===== config.mk =====
export PLATFORM = sky130hd
export DESIGN_NAME = pipe_hazard_ctrl_flat
export DESIGN_NICKNAME = d
export VERILOG_FILES = /design/src/rtl/pipe_hazard_ctrl_if.sv /design/src/rtl/pipe_hazard_ctrl.sv /design/src/flat_wrapper.sv
export SDC_FILE = /design/constraint.sdc
export NUM_CORES = 1
export LEC_CHECK = 0
export BUFFER_PORTS_ARGS = -buffer_cell sky130_fd_sc_hd__buf_2
export CAP_MARGIN = 20
export CORE_MARGIN = 2
export CORE_UTILIZATION = 45
export CTS_BUF_LIST = sky130_fd_sc_hd__clkbuf_16
export DETAILED_ROUTE_END_ITERATION = 8
export PLACE_DENSITY = 0.75
export SYNTH_ARGS = -nofsm -noshare
export SYNTH_HDL_FRONTEND = slang
export SYNTH_SLANG_ARGS = --single-unit

===== constraint.sdc =====
create_clock -name clk -period 3.14 [get_ports clk]
set_clock_uncertainty 0.15 [all_clocks]
set_input_delay 0.628 -clock clk [delete_from_list [all_inputs] [get_ports clk]]
set_output_delay 0.628 -clock clk [all_outputs]
set_load 0.02 [all_outputs]

===== src/rtl/pipe_hazard_ctrl_if.sv =====
// Pipeline hazard control bundle: hazard sources from the datapath and the
// per-register stall/flush controls returned by the hazard sequencer.
interface pipe_hazard_ctrl_if;
  logic [4:0]  ID_rs;
  logic [4:0]  ID_rt;
  logic [4:0]  EXE_Dst;
  logic        EXE_IsLoad;
  logic        EXE_IsDiv;
  logic        EXE_BranchTaken;
  logic        MEM_MemReq;
  logic        MEM_ExceptValid;
  logic        DCache_Ack;

  logic        PC_Stall;
  logic        IFID_Stall;
  logic        IDEXE_Stall;
  logic        EXEMEM_Stall;
  logic        IFID_Flush;
  logic        IDEXE_Flush;
  logic        EXEMEM_Flush;
  logic        MEMWB_Flush;
  logic        PC_ExcRedirect;
  logic        DCache_Req;
  logic        Div_Start;
  logic        Div_Done;
  logic [31:0] Stall_Cnt;

  // Sequencer side: owns every pipeline-register control.
  modport master (
    input  ID_rs, ID_rt, EXE_Dst, EXE_IsLoad, EXE_IsDiv, EXE_BranchTaken,
           MEM_MemReq, MEM_ExceptValid, DCache_Ack,
    output PC_Stall, IFID_Stall, IDEXE_Stall, EXEMEM_Stall,
           IFID_Flush, IDEXE_Flush, EXEMEM_Flush, MEMWB_Flush,
           PC_ExcRedirect, DCache_Req, Div_Start, Div_Done, Stall_Cnt
  );

  // Datapath side.
  modport slave (
    output ID_rs, ID_rt, EXE_Dst, EXE_IsLoad, EXE_IsDiv, EXE_BranchTaken,
           MEM_MemReq, MEM_ExceptValid, DCache_Ack,
    input  PC_Stall, IFID_Stall, IDEXE_Stall, EXEMEM_Stall,
           IFID_Flush, IDEXE_Flush, EXEMEM_Flush, MEMWB_Flush,
           PC_ExcRedirect, DCache_Req, Div_Start, Div_Done, Stall_Cnt
  );
endinterface


===== src/rtl/pipe_hazard_ctrl.sv =====
// Central stall/flush sequencer for the five-stage pipeline: load-use,
// multi-cycle divide, D-cache miss and MEM-stage exception handling.
module pipe_hazard_ctrl #(
  parameter int unsigned DIV_LATENCY = 32
) (
  input  logic                clk,
  input  logic                rst,
  pipe_hazard_ctrl_if.master  bus
);

  localparam int unsigned CNT_W = $clog2(DIV_LATENCY);
  localparam int unsigned SCW   = 32;

  typedef enum logic [1:0] {
    RUN      = 2'd0,
    DIV_BUSY = 2'd1,
    MEM_BUSY = 2'd2
  } state_t;

  state_t           state_q, state_d;
  logic [CNT_W-1:0] cnt_q, cnt_d;
  logic [SCW-1:0]   stall_cnt_q;

  logic pc_stall, ifid_stall, idexe_stall, exemem_stall;
  logic ifid_flush, idexe_flush, exemem_flush, memwb_flush;
  logic exc_redirect, dcache_req, div_start, div_done;
  logic load_use;

  assign load_use = bus.EXE_IsLoad && (bus.EXE_Dst != 5'd0) &&
                    ((bus.EXE_Dst == bus.ID_rs) || (bus.EXE_Dst == bus.ID_rt));

  // Next state and pipeline controls; everything is forced low during reset.
  always_comb begin
    state_d      = state_q;
    cnt_d        = cnt_q;
    pc_stall     = 1'b0;
    ifid_stall   = 1'b0;
    idexe_stall  = 1'b0;
    exemem_stall = 1'b0;
    ifid_flush   = 1'b0;
    idexe_flush  = 1'b0;
    exemem_flush = 1'b0;
    memwb_flush  = 1'b0;
    exc_redirect = 1'b0;
    dcache_req   = 1'b0;
    div_start    = 1'b0;
    div_done     = 1'b0;

    if (!rst) begin
      case (state_q)
        RUN: begin
          if (bus.MEM_ExceptValid) begin
            exc_redirect = 1'b1;
            ifid_flush   = 1'b1;
            idexe_flush  = 1'b1;
            exemem_flush = 1'b1;
            memwb_flush  = 1'b1;
          end else if (bus.MEM_MemReq) begin
            dcache_req = 1'b1;
            if (!bus.DCache_Ack) begin
              pc_stall     = 1'b1;
              ifid_stall   = 1'b1;
              idexe_stall  = 1'b1;
              exemem_stall = 1'b1;
              memwb_flush  = 1'b1;
              state_d      = MEM_BUSY;
            end
          end else if (bus.EXE_IsDiv) begin
            div_start    = 1'b1;
            pc_stall     = 1'b1;
            ifid_stall   = 1'b1;
            idexe_stall  = 1'b1;
            exemem_flush = 1'b1;
            cnt_d        = CNT_W'(DIV_LATENCY - 1);
            state_d      = DIV_BUSY;
          end else begin
            // A taken branch in EXE is never a load, so these two never collide.
            ifid_flush = bus.EXE_BranchTaken;
            if (load_use) begin
              pc_stall    = 1'b1;
              ifid_stall  = 1'b1;
              idexe_flush = 1'b1;
            end
          end
        end

        MEM_BUSY: begin
          dcache_req = 1'b1;
          if (bus.DCache_Ack) begin
            state_d = RUN;
          end else begin
            pc_stall     = 1'b1;
            ifid_stall   = 1'b1;
            idexe_stall  = 1'b1;
            exemem_stall = 1'b1;
            memwb_flush  = 1'b1;
          end
        end

        DIV_BUSY: begin
          if (cnt_q != '0) begin
            pc_stall     = 1'b1;
            ifid_stall   = 1'b1;
            idexe_stall  = 1'b1;
            exemem_flush = 1'b1;
            cnt_d        = cnt_q - CNT_W'(1);
          end else begin
            div_done = 1'b1;
            state_d  = RUN;
          end
        end

        default: state_d = RUN;
      endcase
    end
  end

  always_ff @(posedge clk) begin
    if (rst) begin
      state_q     <= RUN;
      cnt_q       <= '0;
      stall_cnt_q <= '0;
    end else begin
      state_q <= state_d;
      cnt_q   <= cnt_d;
      if (pc_stall) stall_cnt_q <= stall_cnt_q + SCW'(1);
    end
  end

  assign bus.PC_Stall       = pc_stall;
  assign bus.IFID_Stall     = ifid_stall;
  assign bus.IDEXE_Stall    = idexe_stall;
  assign bus.EXEMEM_Stall   = exemem_stall;
  assign bus.IFID_Flush     = ifid_flush;
  assign bus.IDEXE_Flush    = idexe_flush;
  assign bus.EXEMEM_Flush   = exemem_flush;
  assign bus.MEMWB_Flush    = memwb_flush;
  assign bus.PC_ExcRedirect = exc_redirect;
  assign bus.DCache_Req     = dcache_req;
  assign bus.Div_Start      = div_start;
  assign bus.Div_Done       = div_done;
  assign bus.Stall_Cnt      = rst ? '0 : stall_cnt_q;

endmodule


===== src/flat_wrapper.sv =====
// flat-port wrapper written by rule: the top's interface ports become plain ports
module pipe_hazard_ctrl_flat 
#(
  parameter int unsigned DIV_LATENCY = 32
)
  (clk, rst, bus_ID_rs, bus_ID_rt, bus_EXE_Dst, bus_EXE_IsLoad, bus_EXE_IsDiv, bus_EXE_BranchTaken, bus_MEM_MemReq, bus_MEM_ExceptValid, bus_DCache_Ack, bus_PC_Stall, bus_IFID_Stall, bus_IDEXE_Stall, bus_EXEMEM_Stall, bus_IFID_Flush, bus_IDEXE_Flush, bus_EXEMEM_Flush, bus_MEMWB_Flush, bus_PC_ExcRedirect, bus_DCache_Req, bus_Div_Start, bus_Div_Done, bus_Stall_Cnt);
  pipe_hazard_ctrl_if bus_i ();
  input  logic clk;
  input  logic rst;
  input wire logic [$bits(bus_i.ID_rs)-1:0] bus_ID_rs;
  input wire logic [$bits(bus_i.ID_rt)-1:0] bus_ID_rt;
  input wire logic [$bits(bus_i.EXE_Dst)-1:0] bus_EXE_Dst;
  input wire logic [$bits(bus_i.EXE_IsLoad)-1:0] bus_EXE_IsLoad;
  input wire logic [$bits(bus_i.EXE_IsDiv)-1:0] bus_EXE_IsDiv;
  input wire logic [$bits(bus_i.EXE_BranchTaken)-1:0] bus_EXE_BranchTaken;
  input wire logic [$bits(bus_i.MEM_MemReq)-1:0] bus_MEM_MemReq;
  input wire logic [$bits(bus_i.MEM_ExceptValid)-1:0] bus_MEM_ExceptValid;
  input wire logic [$bits(bus_i.DCache_Ack)-1:0] bus_DCache_Ack;
  output wire logic [$bits(bus_i.PC_Stall)-1:0] bus_PC_Stall;
  output wire logic [$bits(bus_i.IFID_Stall)-1:0] bus_IFID_Stall;
  output wire logic [$bits(bus_i.IDEXE_Stall)-1:0] bus_IDEXE_Stall;
  output wire logic [$bits(bus_i.EXEMEM_Stall)-1:0] bus_EXEMEM_Stall;
  output wire logic [$bits(bus_i.IFID_Flush)-1:0] bus_IFID_Flush;
  output wire logic [$bits(bus_i.IDEXE_Flush)-1:0] bus_IDEXE_Flush;
  output wire logic [$bits(bus_i.EXEMEM_Flush)-1:0] bus_EXEMEM_Flush;
  output wire logic [$bits(bus_i.MEMWB_Flush)-1:0] bus_MEMWB_Flush;
  output wire logic [$bits(bus_i.PC_ExcRedirect)-1:0] bus_PC_ExcRedirect;
  output wire logic [$bits(bus_i.DCache_Req)-1:0] bus_DCache_Req;
  output wire logic [$bits(bus_i.Div_Start)-1:0] bus_Div_Start;
  output wire logic [$bits(bus_i.Div_Done)-1:0] bus_Div_Done;
  output wire logic [$bits(bus_i.Stall_Cnt)-1:0] bus_Stall_Cnt;
  assign bus_i.ID_rs = bus_ID_rs;
  assign bus_i.ID_rt = bus_ID_rt;
  assign bus_i.EXE_Dst = bus_EXE_Dst;
  assign bus_i.EXE_IsLoad = bus_EXE_IsLoad;
  assign bus_i.EXE_IsDiv = bus_EXE_IsDiv;
  assign bus_i.EXE_BranchTaken = bus_EXE_BranchTaken;
  assign bus_i.MEM_MemReq = bus_MEM_MemReq;
  assign bus_i.MEM_ExceptValid = bus_MEM_ExceptValid;
  assign bus_i.DCache_Ack = bus_DCache_Ack;
  assign bus_PC_Stall = bus_i.PC_Stall;
  assign bus_IFID_Stall = bus_i.IFID_Stall;
  assign bus_IDEXE_Stall = bus_i.IDEXE_Stall;
  assign bus_EXEMEM_Stall = bus_i.EXEMEM_Stall;
  assign bus_IFID_Flush = bus_i.IFID_Flush;
  assign bus_IDEXE_Flush = bus_i.IDEXE_Flush;
  assign bus_EXEMEM_Flush = bus_i.EXEMEM_Flush;
  assign bus_MEMWB_Flush = bus_i.MEMWB_Flush;
  assign bus_PC_ExcRedirect = bus_i.PC_ExcRedirect;
  assign bus_DCache_Req = bus_i.DCache_Req;
  assign bus_Div_Start = bus_i.Div_Start;
  assign bus_Div_Done = bus_i.Div_Done;
  assign bus_Stall_Cnt = bus_i.Stall_Cnt;
  pipe_hazard_ctrl #(.DIV_LATENCY(DIV_LATENCY)) u_core (.clk(clk), .rst(rst), .bus(bus_i));
endmodule

# [Yosys cells after proc, flatten, opt, wreduce, memory -nomap -nowiden]
# Cells that the tools add are included.
[classes] eq_ne=12 n_addsub=2 mux=60 reduce_logical=9
[op_table] op="1-bit 2-to-1 mux" n=41
[op_table] op="32-bit by 1-bit adder with 32-bit output, second input constant" n=1
[op_table] op="32-bit 2-to-1 mux" n=1
[op_table] op="5-bit 2-to-1 mux" n=4
[op_table] op="2-bit 2-to-1 mux" n=6
[op_table] op="5-bit equality test" n=2
[op_table] op="2-bit != test, second input constant" n=5
[op_table] op="5-bit one-hot mux with 2 select lines" n=1
[op_table] op="5-bit AND reduction" n=2
[op_table] op="5-bit nonzero test" n=2
[op_table] op="1-bit one-hot mux with 2 select lines" n=4
[op_table] op="3-bit != test, second input constant" n=2
[op_table] op="1-bit one-hot mux with 3 select lines" n=2
[op_table] op="2-bit one-hot mux with 3 select lines" n=1
[op_table] op="5-bit by 1-bit subtractor with 5-bit output, second input constant" n=1
[op_table] op="2-bit by 1-bit equality test with 1-bit output, second input constant" n=1
[op_table] op="2-bit equality test, second input constant" n=1
[op_table] op="1-bit logical AND" n=2
[op_table] op="2-bit zero test" n=1
[op_table] op="2-bit by 1-bit != test with 1-bit output, second input constant" n=1
[op_table] op="2-bit nonzero test" n=1
[op_table] op="1-bit logical OR" n=1
[word_totals] register_bits=39 output_inout_bits=44 elab_cells=86

# [Depth between registers and ports, before layout]
[depth] ltp_word=9 mapped_depth=10

# [Worst setup path before layout]
# OpenSTA, ideal clock, no wires.
[synth_timing] path_type="input to output" from="input port bus_DCache_Ack" to="output port bus_PC_Stall" path_slack_ns=0.228 path_buffers=1 required_ns=2.362 cell_stages=5 arrival_ns=2.134 path_cell_list="a2111oi_2 -> a222oi_1 -> nor2_1 -> a21o_1 -> buf_4"
[synth_via] elab_chain_len=5
[synth_rtl] element="start: declaration" line_no="flat_wrapper.sv:18" text="input wire logic [$bits(bus_i.DCache_Ack)-1:0] bus_DCache_Ack;"
[synth_rtl] element="1-bit 2-to-1 mux *"
[synth_rtl] element="1-bit 2-to-1 mux (2 in a row)"
[synth_rtl] element="1-bit one-hot mux with 3 select lines *"
[synth_rtl] element="1-bit 2-to-1 mux *"
[synth_rtl] element="end: declaration" line_no="flat_wrapper.sv:19" text="output wire logic [$bits(bus_i.PC_Stall)-1:0] bus_PC_Stall;"
# Every way passes the cells marked *; elsewhere a longest branch is shown, timed or not.

# [Final worst setup path]
[layout_timing] from="register u_core.cnt_q[0]" to="output port bus_IFID_Stall"
[layout_via] elab_chain_len=4
[layout_rtl] element="start: declaration" line_no="pipe_hazard_ctrl.sv:21" text="logic [CNT_W-1:0] cnt_q, cnt_d;"
[layout_rtl] element="start signal: assignment" line_no="pipe_hazard_ctrl.sv:125" text="cnt_q <= cnt_d;"
[layout_rtl] element="5-bit nonzero test" line_no="pipe_hazard_ctrl.sv:101" text="if (cnt_q != '0) begin"
[layout_rtl] element="1-bit 2-to-1 mux" line_no="pipe_hazard_ctrl.sv:101"
[layout_rtl] element="1-bit one-hot mux with 3 select lines" line_no="pipe_hazard_ctrl.sv:50" text="case (state_q)"
[layout_rtl] element="1-bit 2-to-1 mux" line_no="pipe_hazard_ctrl.sv:49" text="if (!rst) begin"
[layout_rtl] element="end: declaration" line_no="flat_wrapper.sv:20" text="output wire logic [$bits(bus_i.IFID_Stall)-1:0] bus_IFID_Stall;"
# Every way passes these cells.

==> summary.txt <==
GRT
  – Total gr overflow: 0
  – Initial antenna violation count: 0
  – Pin count of the biggest net entering global routing: 65
  – Global-route wire length before repair: 7.741 mm
  – Vias in the first global route: 1853
  – GRT Total Usage: 17.19%

Clock tree
  – TritonCTS clock tree: yes
  – Reg clk slew, reported paths: 0.05 ns
  – Worst skew pair latency: 0.27 ns
  – Clock Path Buffers: 2
  – CTS Buf Count: 5
  – Root Buffer: clkbuf_16
  – Clock sink count: 39
  – H-tree depth: 2

Detailed routing
  – Final wirelength: 4.972 mm
  – Drt wl/cell: 11.64 um
  – Routed vias/inst: 5.293
  – DRC: 0
  – 1st-iter DRT viols: 74
  – First-pass iteration count of the detailed router: 4
  – Vias: 2260
  – Post-route ant nets: 0

Timing
  – TNS Setup: 0 ns
  – Fin crit share: 94.18%
  – Final WS setup: 0.1827 ns
  – Worst Tran Pin Value: 0.5028 ns
  – RSZ-0062 raised after global routing: false
  – Minimum clock period: 2.957 ns
  – Setup violators final: 0
  – Final hold vios: 0
  – Slew HR: 66.17%
  – Max Fclk: 338.1 MHz
  – Final Max Slew Viols: 0

Placement
  – Dpl hpwl: 3.626 mm
  – # port buffers: 66
  – Pre-CTS WS: 0.1574 ns
  – Placed Area: 2703 um^2
  – GP Congestion: 0.7819

Yosys
  – Syn nets: 320
  – Sequential fraction of the synthesis area: 33.73%
  – Share of the synthesized area in the top cell type: 33.73%
  – EDFF count, synth: 0
  – Number of distinct library cells after synthesis: 43
  – Area leader, netlist: dfxtp_1
  – Flops & latches, synth: 39
  – Cell Area, Synth: 2315 um^2
  – Avg Cell Area, Syn: 7.873 um^2
  – Top_reg_cell synth: dfxtp_1
  – Syn. warnings: 0
  – Synth area leaders: dfxtp_1 (34%), nor2b_1 (6.8%), a21oi_1 (5.0%), xnor2_1 (4.9%), nor2_1 (4.4%)
  – Post-synthesis instance total: 294
  – FFs w/ async S/R, synth: 0%

Critical path
  – Reg2Reg Setup Slack: 0.37 ns
  – Worst Path Required: 2.36 ns
  – Top delay family on crit path: simple AND/OR/NAND/NOR gates
  – CP bufs+invs: 3
  – CP max FO: 5
  – Worst setup SP type: register
  – Cells on worst reg2reg path: 6
  – Slowest stage delay, CP: 0.48 ns
  – Slowest stage cell, crit path: or4b_4
  – Setup crit end kind: output port
  – R2R Path End: u_core.stall_cnt_q[31]$_SDFFE_PP0P_
  – Data arrival time of the worst path: 2.18 ns
  – CP Cell Sequence: inv_1, ha_1, or4b_4, a222oi_1, buf_4, nor2_2, a21o_1, buf_2
  – Worst setup path class: reg2out
  – FF-to-FF Start: u_core.stall_cnt_q[4]$_SDFFE_PP0P_

Floorplanning
  – Row count: 26
  – Core area: 5042 um^2
  – Starting density of the core: 45.91%
  – Die area: 5734 um^2
  – Chip width: 75.72 um
  – # IOs: 67
  – Die height: 75.72 um

Final layout
  – Share of layout cells above drive strength 1: 26.89%
  – # diodes: 0
  – FILL cells: 489
  – Register Area: 780.7 um^2
  – Util after Layout: 56.50%
  – Post-layout instance area: 2849 um^2
  – Synthesis-to-layout area growth: 23.08%
  – Commonest non-fill, non-tap cell in the layout: buf_2
  – Commonest non-fill, non-tap cells in the layout: buf_2 (66), dfxtp_1 (39), nor2_1 (26)
  – Footprint of the multi-input gates: 1389 um^2
  – Fin nets: 384

Pwr
  – VDD IR-drop max: 0.2674 mV
  – P_leak: 1.149 nW
  – Total power per unit cell area: 386.8 nW/um^2
  – Pwr Total: 1.102 mW

Worst hold path
  – Min-Delay Path Class: reg2reg
  – Hold path start: u_core.stall_cnt_q[28]$_SDFFE_PP0P_
  – Worst Hold End: u_core.stall_cnt_q[28]$_SDFFE_PP0P_
  – WHS Path Cells: 2

Outcome
  – Status: finished, final reports clean

Flow run
  – MaxCap Viol Count: 0
==> what timing repair did <==
action | CTS | global route
hold buffers | 0 | 0
gates resized for setup | 0 | 1
endpoints found under the setup margin | 0 | 2
buffers inserted | 0 | 2
==> stage by stage <==
stage	cells	hold slack, ns
finish	427	0.3422
global route	427	0.3669
CTS	425	0.3376
detailed placement	419	0.3223
global placement	419	0.3115
floorplan	294	0.2996
==> registers in the layout, summed over array words and instances, names as in the netlist <==
name and flops:
u_core.cnt_q 5, u_core.stall_cnt_q 32, u_core.state_q 2
==> synth_stat cells, types with 2 or more instances <==
| cell | instances |
|---|---|
| xnor2_1 | 13 |
| xor2_1 | 2 |
| nor4_1 | 6 |
| o31ai_1 | 7 |
| or2_2 | 3 |
| mux2_2 | 7 |
| nand2_1 | 20 |
| and4_1 | 2 |
| o21ai_0 | 19 |
| and3_1 | 3 |
| buf_4 | 3 |
| nor2_1 | 27 |
| nor3_1 | 7 |
| buf_2 | 4 |
| dfxtp_1 | 39 |
| buf_1 | 2 |
| or4_1 | 7 |
| ha_1 | 3 |
| nor2b_1 | 25 |
| a21oi_1 | 23 |
| inv_1 | 16 |
| nand3_1 | 13 |
| nand4_1 | 3 |
| or3_1 | 14 |
| nor3b_1 | 2 |
| clkbuf_1 | 7 |
==> worst max-delay path by stage <==
stage | startpoint | end | slack [ns] | cells past startpoint
detailed placement | bus_EXE_Dst[0] | u_core.stall_cnt_q[30]$_SDFFE_PP0P_ | 0.16 | 7
global placement | bus_EXE_Dst[0] | u_core.stall_cnt_q[30]$_SDFFE_PP0P_ | 0.21 | 7
global route | u_core.cnt_q[0]$_SDFFE_PP0P_ | bus_IFID_Stall | 0.04 | 8
CTS | u_core.cnt_q[0]$_SDFFE_PP0P_ | bus_PC_Stall | 0.09 | 7
finish | u_core.cnt_q[0]$_SDFFE_PP0P_ | bus_IFID_Stall | 0.18 | 8
floorplan | bus_DCache_Ack | bus_PC_Stall | 0.23 | 5
==> routing by layer <==
layer	wire length, um	global-route usage [%]
met4	55	5.848
met5	0	0
met3	184	2.910
met1	2277	20.73
met2	2455	30.82
==> worst min-delay path: cells and delay by family, from the launching register on <==
kind               cells  cell delay (ns)
DFF                    1             0.32
AOI/OAI and AO/OA      2             0.12
==> cells by family (layout without fill, tap and decap cells) <==
family                   after synthesis  in the layout  share of synthesized area, %
adder cells (fa/ha/maj)                3              3                         1.622
AO/OA/AOI/OAI                         60             60                         16.70
AND/OR/NAND/NOR                      135            135                         31.35
flip-flops                            39             39                         33.73
buffers and inverters                 33             96                         6.379
multiplexers                           9              9                         4.541
XOR/XNOR                              15             15                         5.676
==> final cells by class <==
class,count,area share [%]
multi-input cells,222,48.75
repair buffers,74,14.14
clock buffers,5,4.392
clock inverters,1,0.1318
well taps,70,3.074
inverters,16,2.108
flip-flops and latches,39,27.40
==> power by group <==
part           leakage, nW  switching, mW  total [mW]  internal [mW]
logic                0.767         0.0762       0.137         0.0611
clock network       0.0669          0.169       0.451          0.282
registers            0.315        0.00938       0.514          0.504
No activity file was read; power rests on OpenSTA's default activity.
